### src/rtl/fifo_burst_reader.sv
// Show-ahead FIFO drain into a registered valid/ready stream, grouped into bursts with a last flag.
// Optional per-burst statistics ports are enabled by defining FIFO_BURST_READER_STATS_EN.
module fifo_burst_reader #(
    parameter int unsigned WIDTH     = 8,
    parameter int unsigned BURST_LEN = 4,
    parameter int unsigned TIMEOUT   = 16
) (
    input  logic             iw_clk,
    input  logic             iw_reset_n,
    input  logic [WIDTH-1:0] iwv_fifo_data,
    input  logic             iw_fifo_empty,
    output logic             ow_fifo_rdena,
    output logic [WIDTH-1:0] owv_data,
    output logic             ow_valid,
    output logic             ow_last,
`ifdef FIFO_BURST_READER_STATS_EN
    output logic [15:0]      owv_bursts,
    output logic [15:0]      owv_timeouts,
`endif
    input  logic             iw_ready
);

    localparam int unsigned BiW  = (BURST_LEN > 1) ? $clog2(BURST_LEN) : 1;
    localparam int unsigned TmrW = (TIMEOUT > 0) ? $clog2(TIMEOUT + 1) : 1;
    localparam logic [BiW-1:0]  BiLast = BiW'(BURST_LEN - 1);
    localparam logic [TmrW-1:0] TmrMax = TmrW'(TIMEOUT);

    // The hold stage is the FSM: a word is held back until its last flag is known.
    typedef enum logic [0:0] {StIdle, StHold} state_e;

    state_e           state_q, state_d;
    logic [WIDTH-1:0] hold_q, hold_d;
    logic [BiW-1:0]   bi_q, bi_d;
    logic [TmrW-1:0]  timer_q, timer_d;
    logic             valid_q, valid_d;
    logic             last_q, last_d;
    logic [WIDTH-1:0] data_q, data_d;

    logic hold_v;
    logic out_free;
    logic at_end;
    logic timed_out;
    logic close;
    logic move;
    logic pop;

    always_comb begin
        hold_v    = (state_q == StHold);
        out_free  = !valid_q || iw_ready;
        at_end    = (bi_q == BiLast);
        timed_out = (TIMEOUT != 0) && (timer_q == TmrMax);
        close     = at_end || timed_out;
        move      = hold_v && out_free && (close || !iw_fifo_empty);
        pop       = iw_reset_n && !iw_fifo_empty && (!hold_v || move);
    end

    assign ow_fifo_rdena = pop;
    assign owv_data      = data_q;
    assign ow_valid      = valid_q;
    assign ow_last       = last_q;

    always_comb begin
        state_d = state_q;
        hold_d  = hold_q;
        if (pop) begin
            state_d = StHold;
            hold_d  = iwv_fifo_data;
        end else if (move) begin
            state_d = StIdle;
        end
    end

    always_comb begin
        valid_d = valid_q;
        data_d  = data_q;
        last_d  = last_q;
        bi_d    = bi_q;
        if (move) begin
            valid_d = 1'b1;
            data_d  = hold_q;
            last_d  = close;
            bi_d    = close ? '0 : bi_q + 1'b1;
        end else if (out_free) begin
            valid_d = 1'b0;
        end
    end

    // Counts only while a word waits on an empty FIFO; any arrival or departure restarts it.
    always_comb begin
        timer_d = timer_q;
        if (TIMEOUT == 0 || !hold_v || !iw_fifo_empty || move) begin
            timer_d = '0;
        end else if (timer_q != TmrMax) begin
            timer_d = timer_q + 1'b1;
        end
    end

    always_ff @(posedge iw_clk) begin
        if (!iw_reset_n) begin
            state_q <= StIdle;
            hold_q  <= '0;
            bi_q    <= '0;
            timer_q <= '0;
            valid_q <= 1'b0;
            last_q  <= 1'b0;
            data_q  <= '0;
        end else begin
            state_q <= state_d;
            hold_q  <= hold_d;
            bi_q    <= bi_d;
            timer_q <= timer_d;
            valid_q <= valid_d;
            last_q  <= last_d;
            data_q  <= data_d;
        end
    end

`ifdef FIFO_BURST_READER_STATS_EN
    logic [15:0] bursts_q, bursts_d;
    logic [15:0] touts_q, touts_d;

    always_comb begin
        bursts_d = bursts_q;
        touts_d  = touts_q;
        if (valid_q && iw_ready && last_q) begin
            bursts_d = bursts_q + 16'd1;
        end
        // A burst that would have closed on length anyway is not a timeout.
        if (move && timed_out && !at_end) begin
            touts_d = touts_q + 16'd1;
        end
    end

    always_ff @(posedge iw_clk) begin
        if (!iw_reset_n) begin
            bursts_q <= '0;
            touts_q  <= '0;
        end else begin
            bursts_q <= bursts_d;
            touts_q  <= touts_d;
        end
    end

    assign owv_bursts   = bursts_q;
    assign owv_timeouts = touts_q;
`endif

endmodule
### config.mk
export PLATFORM = sky130hd
export DESIGN_NAME = fifo_burst_reader
export DESIGN_NICKNAME = d
export VERILOG_FILES = /design/src/rtl/fifo_burst_reader.sv
export SDC_FILE = /design/constraint.sdc
export NUM_CORES = 1
export LEC_CHECK = 0
export CAP_MARGIN = 20
export CORE_AREA = 2 2 53 55
export DETAILED_ROUTE_END_ITERATION = 10
export DIE_AREA = 0 0 55 57
export PLACE_DENSITY = 0.71
export SYNTH_ARGS = -nofsm -noshare
export SYNTH_HDL_FRONTEND = slang
export SYNTH_SLANG_ARGS = --single-unit
export TNS_END_PERCENT = 20
### constraint.sdc
create_clock -name iw_clk -period 2.2 [get_ports iw_clk]
set_clock_uncertainty 0.1 [all_clocks]
set_input_delay 0.44 -clock iw_clk [delete_from_list [all_inputs] [get_ports iw_clk]]
set_output_delay 0.44 -clock iw_clk [all_outputs]
set_load 0.02 [all_outputs]
# == Word level (Yosys, flattened, before mapping) ==
# Cells that the tools add are included.
# word_totals
regBits,26
wordCells,34
# classes
mux,5
n_addsub,2
n_bitwise,1
reduce_logical,16
n_eq_ne,3
# ops
op,n
1-bit logical OR,6
5-bit by 1-bit adder with 5-bit output (second input constant),1
5-bit equality test (second input constant),1
5-bit inequality test (second input constant),1
1-bit logical AND,4
1-bit two-way mux,4
2-bit nonzero test,2
1-bit zero test,3
2-bit by 1-bit adder with 2-bit output (second input constant),1
2-bit equality test (second input constant),1
2-bit two-way mux,1
2-bit OR reduction,1
1-bit NOT,1

# == Logic depth before layout (Yosys ltp) ==
# Gate-level depths: netlist (run 1).
# depth
depth_word,7
mapped_depth,6

# == Worst setup path before layout (run 1) ==
# No wires, ideal clock.
# synth_path
path_type,input-to-output
start,input iw_ready
end,output ow_fifo_rdena
path_slack_ps,439
arrival_ps,1221
cell_stages,5
path_cell_list,nand2b_1 -> clkbuf_2 -> o21bai_1 -> buf_2 -> inv_1
# synth_between
elab_chain_len,5
# synth_rtl
item,line,source
from (decl),20,input logic iw_ready
1-bit logical OR,49,out_free = !valid_q || iw_ready;
1-bit logical AND (2 in series),53,move = hold_v && out_free && (close || !iw_fifo_empty);
1-bit logical OR,54,pop = iw_reset_n && !iw_fifo_empty && (!hold_v || move);
1-bit logical AND,54,
to (decl),12,"output logic ow_fifo_rdena,"
# No other way between the ends.

# == Worst setup path after layout (run 1) ==
# layout_path
start,input iw_fifo_empty
end,output ow_fifo_rdena
# layout_between
elab_chain_len,5
word_cells_on_any_way,6
# layout_rtl
item,line,source
from (decl),11,"input logic iw_fifo_empty,"
1-bit zero test *,"53, 54",
1-bit logical OR,53,
1-bit logical AND,53,
1-bit logical OR,54,
1-bit logical AND *,54,
# Every way passes the cells marked *; elsewhere a longest branch is shown, timed or not.

==> metrics.yaml, run 1 <==
finish:
  syn_to_final_growth_pct: 27.9
  finalNetCount: 159
  antenna_cells: 0
  final_common_cell: "dfxtp_1"
  drive_above_1_share_pct: 9.09
  fill_cells: 247
  layout_common_cells: "26 x dfxtp_1, 21 x nand2_1, 21 x clkdlybuf4s50_1"
  design_area_mm2: 0.00146
timing:
  final-setup-viol-count: 0
  fin_ws_ns: 0.0698
  max_freq_ghz: 0.469
  relSlewSlack_pct: 70.2
  tightest_slew_ns: 0.446
  timing.final.crit_period_ns: 2.13
  hold_violations: 0
  rsz0062_at_grt: "false"
  slew_violations: 0
  fin_crit_sh_pct: 96.8
placement:
  portBuffers: 22
  hpwlAfterDp_um: 1520
  gp_congestion: 0.646
  pre_cts_ws_ns: -0.199
  dpl_cell_area_mm2: 0.00141
worst_setup_path:
  cp_max_fo: 2
  arrival_ns: 1.59
  critPathKind: "input pin to output pin"
  cp_slowest_cell: "clkdlybuf4s50_1"
  crit_required_ns: 1.66
  max_stage_delay_ns: 0.43
  crit_chain: "clkdlybuf4s50_1 -> nand2b_1 -> o21bai_1 -> inv_1 -> dlygate4sd2_1"
  end_kind: "output pin"
  start_kind: "input pin"
routing:
  ant_nets: 0
  drtIter0Drc: 10
  totalWireLength_um: 2100
  dr.pass1.iters: 4
  detail_route.vias_per_cell: 4.90
  wire_per_inst_um: 12.1
  drc_errors: 0
  num_vias: 852
logic_synthesis:
  synth_area_mm2: 0.00114
  synthDistinctLibCells: 27
  postSynthAreaPerCell_um2: 9.65
  synth-seq-area-share_pct: 45.7
  synth_seq_cells: 26
  synthCells: 118
  synth_warnings: 0
  synth.net_count: 133
floorplan:
  row_count: 19
  coreArea_mm2: 0.00262
  start_util_pct: 43.5
  die_w_um: 55
  die_h_um: 57
  pin_count: 23
  dieArea_mm2: 0.00314
global_routing:
  grt_max_degree: 25
  antenna_found_initial: 0
  track_usage_pct: 15.2
  grt_overflow_total: 0
  grt_first_pass_wirelength_um: 3630
  grt_pass1_vias: 867
run:
  drv_cap: 0
hold_path:
  hold_class: "flop to flop"
run_status:
  status: "finished, final reports clean"
power:
  p_leak_nw: 0.654
  power_density_mw_per_mm2: 654
  vdd_drop_max_uv: 401
clocking:
  clock_sinks: 26
  cts.clk_slew.worst_paths_ns: 0.14
  clock_path_buffers: 2
  cts_tree: "done"
  cts_root_buffer: "clkbuf_4"
  cts_buffers: 3
  clk_latency_ns: 0.33
  htreeDepth: 1
[state kept, by name, indices dropped and copies added, names as in the netlist]
register  cells
ow_last       1
timer_q       5
bi_q          2
ow_valid      1
hold_v        1
hold_q        8
owv_data      8
[report_power, final]
| group | internal (mW) | total [mW] | switching, mW | leakage (nW) |
|---|---|---|---|---|
| clock | 0.184 | 0.333 | 0.149 | 0.0279 |
| sequential | 0.493 | 0.502 | 0.00906 | 0.212 |
| combinational | 0.0619 | 0.117 | 0.0551 | 0.413 |
| total | 0.739 | 0.953 | 0.213 | 0.654 |
[Yosys cell counts]
library cell / instances / area, µm²
nand2b_1: 4 / 25.0
xor2_1: 2 / 17.5
ha_1: 3 / 37.5
clkbuf_2: 2 / 10.0
nor4bb_2: 1 / 16.3
a211oi_1: 1 / 7.51
dfxtp_1: 26 / 521
o21ai_0: 2 / 10.0
nand2_1: 21 / 78.8
or2_1: 1 / 6.26
mux2i_1: 17 / 170
buf_2: 1 / 5.00
a21boi_0: 1 / 7.51
a31oi_1: 1 / 6.26
o21bai_1: 1 / 7.51
o311a_4: 1 / 21.3
o311ai_4: 1 / 26.3
xnor2_1: 1 / 8.76
nor3_1: 4 / 20.0
inv_1: 14 / 52.6
o21a_1: 1 / 7.51
nand3_1: 4 / 20.0
nor2b_1: 1 / 6.26
o211a_1: 1 / 10.0
clkbuf_1: 3 / 11.3
buf_6: 1 / 11.3
o32ai_1: 2 / 17.5
[kinds of logic after synthesis]
family	share of synthesized area (%)
multiplexers	14.9
adder cells (fa/ha/maj)	3.30
XOR/XNOR	2.31
AO/OA/AOI/OAI	10.7
buffers and inverters	7.91
AND/OR/NAND/NOR	15.2
flip-flops	45.7
[stage by stage]
step	utilization (%)	hold WS [ns]	TNS [ns]	cells	total power, mW
CTS	55.7	0.380	0	174	0.962
global placement	53.7	0.349	-0.203	170	0.628
detailed placement	53.7	0.353	-0.199	170	0.631
floorplan	-	0.343	0	118	0.581
finish	55.7	0.372	0	174	0.953
global route	55.7	0.406	0	174	0.990
[critical path: cells and delay by family]
| family | cells | cell delay, ns |
|---|---|---|
| AOI/OAI and AO/OA | 1 | 0.17 |
| buffers and inverters | 3 | 0.83 |
| and+or+nand+nor | 1 | 0.16 |
[area by class of cell]
| cell class | count | area (µm²) | share of cell area (%) |
|---|---|---|---|
| clock buffer | 3 | 22.5 | 1.55 |
| clock inverter | 1 | 30.0 | 2.06 |
| inverter | 14 | 52.6 | 3.61 |
| multi-input combinational | 71 | 528 | 36.3 |
| sequential | 26 | 520 | 35.7 |
| tap | 31 | 38.8 | 2.66 |
| timing repair buffer | 28 | 264 | 18.1 |
[metal layers]
metal | track usage, % | vias up | share of wire [%]
met1 | 19.8 | 398 | 46
met3 | 2.62 | 2 | 3.8
met2 | 26.0 | 14 | 49
met5 | 0 | - | 0
met4 | 3.14 | 0 | 0.90
li1 | - | 438 | -
[path summary, 6_finish.rpt]
check                 from             to  slack, ns  cells past startpoint
max          iw_fifo_empty  ow_fifo_rdena       0.07                      5
min            owv_data[1]    owv_data[1]       0.37                      2
max reg2reg     timer_q[0]    owv_data[5]       0.38                      6
min reg2reg    owv_data[1]    owv_data[1]       0.37                      2
[what timing repair did]
action / in CTS / in global routing
resized for setup: 1 / 0
buffers inserted: 0 / 0
endpoints found under the setup margin: 1 / 0
hold buffers: 0 / 0
Note: power is estimated with default switching activity, not from simulation.
==> run 2: changes to the inputs <==
CAP_MARGIN = unset   (was 20)
==> results of run 2 <==
Final layout, timing and power as in run 1 (identical DEF).
==> run 3: changes to the inputs <==
SETUP_SLACK_MARGIN = 0.15   (was unset)
TNS_END_PERCENT = 30   (was 20)
==> run 3 against run 2 <==
- die area is the same
- wire length is the same
- sequential power is essentially flat
- critical endpoint unchanged
- largest power group unchanged
- highest routed layer unchanged
==> metrics.yaml, run 3 (synthesis gave the netlist of run 1 again) <==
run_status:
  status: "finished, final reports clean"
placement:
  hpwlAfterDp_um: 1520  # unchanged
  portBuffers: 22  # unchanged
  pre_cts_ws_ns: -0.199  # unchanged
  gp_congestion: 0.646  # unchanged
  dpl_cell_area_mm2: 0.00141  # unchanged
  numPlacedInstances: 170  # unchanged
worst_setup_path:
  cp_slowest_cell: "clkdlybuf4s50_1"
  arrival_ns: 1.42  # -0.17 ns
  critPathKind: "input pin to output pin"
  start_kind: "input pin"
  cp_max_fo: 2  # unchanged
  crit_chain: "clkdlybuf4s50_1 -> nand2b_1 -> o21bai_1 -> inv_1 -> buf_2"
  critPathTopFamily: "buffers and inverters"
  crit_buf_inv: 3  # unchanged
  end_kind: "output pin"
  crit_required_ns: 1.66  # about the same
  max_stage_delay_ns: 0.43  # about the same
routing:
  drc_errors: 0  # unchanged
  wire_per_inst_um: 12.1  # unchanged
  drtIter0Drc: 10  # unchanged
  dr.pass1.iters: 4  # unchanged
  detail_route.vias_per_cell: 4.90  # unchanged
  totalWireLength_um: 2100  # unchanged
  num_vias: 852  # unchanged
  ant_nets: 0  # unchanged
timing:
  tightest_slew_ns: 0.446  # +0.0000715 ns
  rsz0062_at_grt: "false"
  hold_violations: 0  # unchanged
  timing.final.crit_period_ns: 1.96  # -0.173 ns
  fin_crit_sh_pct: 89.0  # -7.9 points
  max_freq_ghz: 0.511  # +8.8%
  slew_violations: 0  # unchanged
  relSlewSlack_pct: 70.2  # about the same
  fin_ws_ns: 0.243  # +0.173 ns
  final-setup-viol-count: 0  # unchanged
clocking:
  clock_sinks: 26  # unchanged
  clock_path_buffers: 2  # unchanged
  cts.clk_slew.worst_paths_ns: 0.14  # about the same
  cts_buffers: 3  # unchanged
  cts_tree: "done"
  clk_latency_ns: 0.32  # about the same
  htreeDepth: 1  # unchanged
  ctsHoldBuffers: 0  # unchanged
  cts_root_buffer: "clkbuf_4"
power:
  power_density_mw_per_mm2: 655  # +0.21%
  p_leak_nw: 0.652  # -0.31%
  vdd_drop_max_uv: 401  # about the same
floorplan:
  pin_count: 23  # unchanged
  coreArea_mm2: 0.00262  # unchanged
  row_count: 19  # unchanged
  die_w_um: 55  # unchanged
  start_util_pct: 43.5  # unchanged
  die_h_um: 57  # unchanged
  dieArea_mm2: 0.00314  # unchanged
global_routing:
  track_usage_pct: 15.2  # -0.052 points
  grt_pass1_vias: 864  # -0.35%
  grt_overflow_total: 0  # unchanged
  grt_first_pass_wirelength_um: 3620  # -0.39%
  antenna_found_initial: 0  # unchanged
  grt_max_degree: 25  # unchanged
finish:
  syn_to_final_growth_pct: 27.6
  fill_cells: 247  # unchanged
  final_cell_count_no_fill: 174  # unchanged
  finalNetCount: 159  # unchanged
  ff_latch_area_um2: 520  # unchanged
  antenna_cells: 0  # unchanged
  final_common_cell: "dfxtp_1"
  multi_input_area_um2: 528  # unchanged
  drive_above_1_share_pct: 9.79  # +0.70 points
  postLayoutCoreUtil_pct: 55.6  # -0.14 points
  design_area_mm2: 0.00145  # -0.26%
  layout_common_cells: "26 x dfxtp_1, 21 x nand2_1, 21 x clkdlybuf4s50_1"
run:
  drv_cap: 0  # unchanged
hold_path:
  hold_class: "flop to flop"
run 3: changes by cell type in the layout (fill, tap and decap cells not counted), sizes merged:
cell         previous run  this run
buf                     6         7
dlygate4sd2             1         0
run 3: timing repair:
item                       in CTS  in global routing
resized for setup               4                  0
setup endpoints to repair       1                  0
setup buffers                   0                  0
run 3: path summary, 6_finish.rpt:
check | slack [ns] | cells past startpoint | end | from
min | 0.37 | 2 | owv_data[1] | owv_data[1]
max reg2reg | 0.38 | 6 | owv_data[5] | timer_q[0]
min reg2reg | 0.37 | 2 | owv_data[1] | owv_data[1]
max | 0.24 | 5 | ow_fifo_rdena | iw_fifo_empty
run 3: area by class of cell:
| class | instances | area share [%] |
|---|---|---|
| clock inverters | 1 | 2.07 |
| clock buffers | 3 | 1.55 |
| inverters | 14 | 3.62 |
| multi-input cells | 71 | 36.3 |
| repair buffers | 28 | 17.9 |
| well taps | 31 | 2.67 |
| flip-flops and latches | 26 | 35.8 |
run 3: metrics by stage:
step	total power [mW]	TNS (ns)	hold slack (ns)
floorplan	0.581	0	0.343
detailed placement	0.631	-0.199	0.353
CTS	0.962	0	0.380
finish	0.952	0	0.372
global route	0.990	0	0.406
global placement	0.628	-0.203	0.349
run 3: per-layer routing:
| metal | vias to the layer above | share of wire, % | wire length [µm] | GRT usage (%) |
|---|---|---|---|---|
| li1 | 438 | - | - | - |
| met1 | 398 | 46 | 967 | 19.8 |
| met2 | 14 | 49 | 1040 | 25.9 |
| met3 | 2 | 3.8 | 80 | 2.62 |
| met4 | 0 | 0.90 | 19 | 3.14 |
| met5 | - | 0 | 0 | 0 |
run 3: power breakdown:
group | leakage (nW) | internal [mW] | total, mW | switching (mW)
Combinational | 0.411 | 0.0616 | 0.117 | 0.0551
Sequential | 0.212 | 0.493 | 0.502 | 0.00906
Clock | 0.0279 | 0.184 | 0.333 | 0.149
run 3: tightest hold or removal path, cell delays in order, from the launching register on:
cell and delay [ns]:
dfxtp_1 0.34, nand2_1 0.05, mux2i_1 0.05
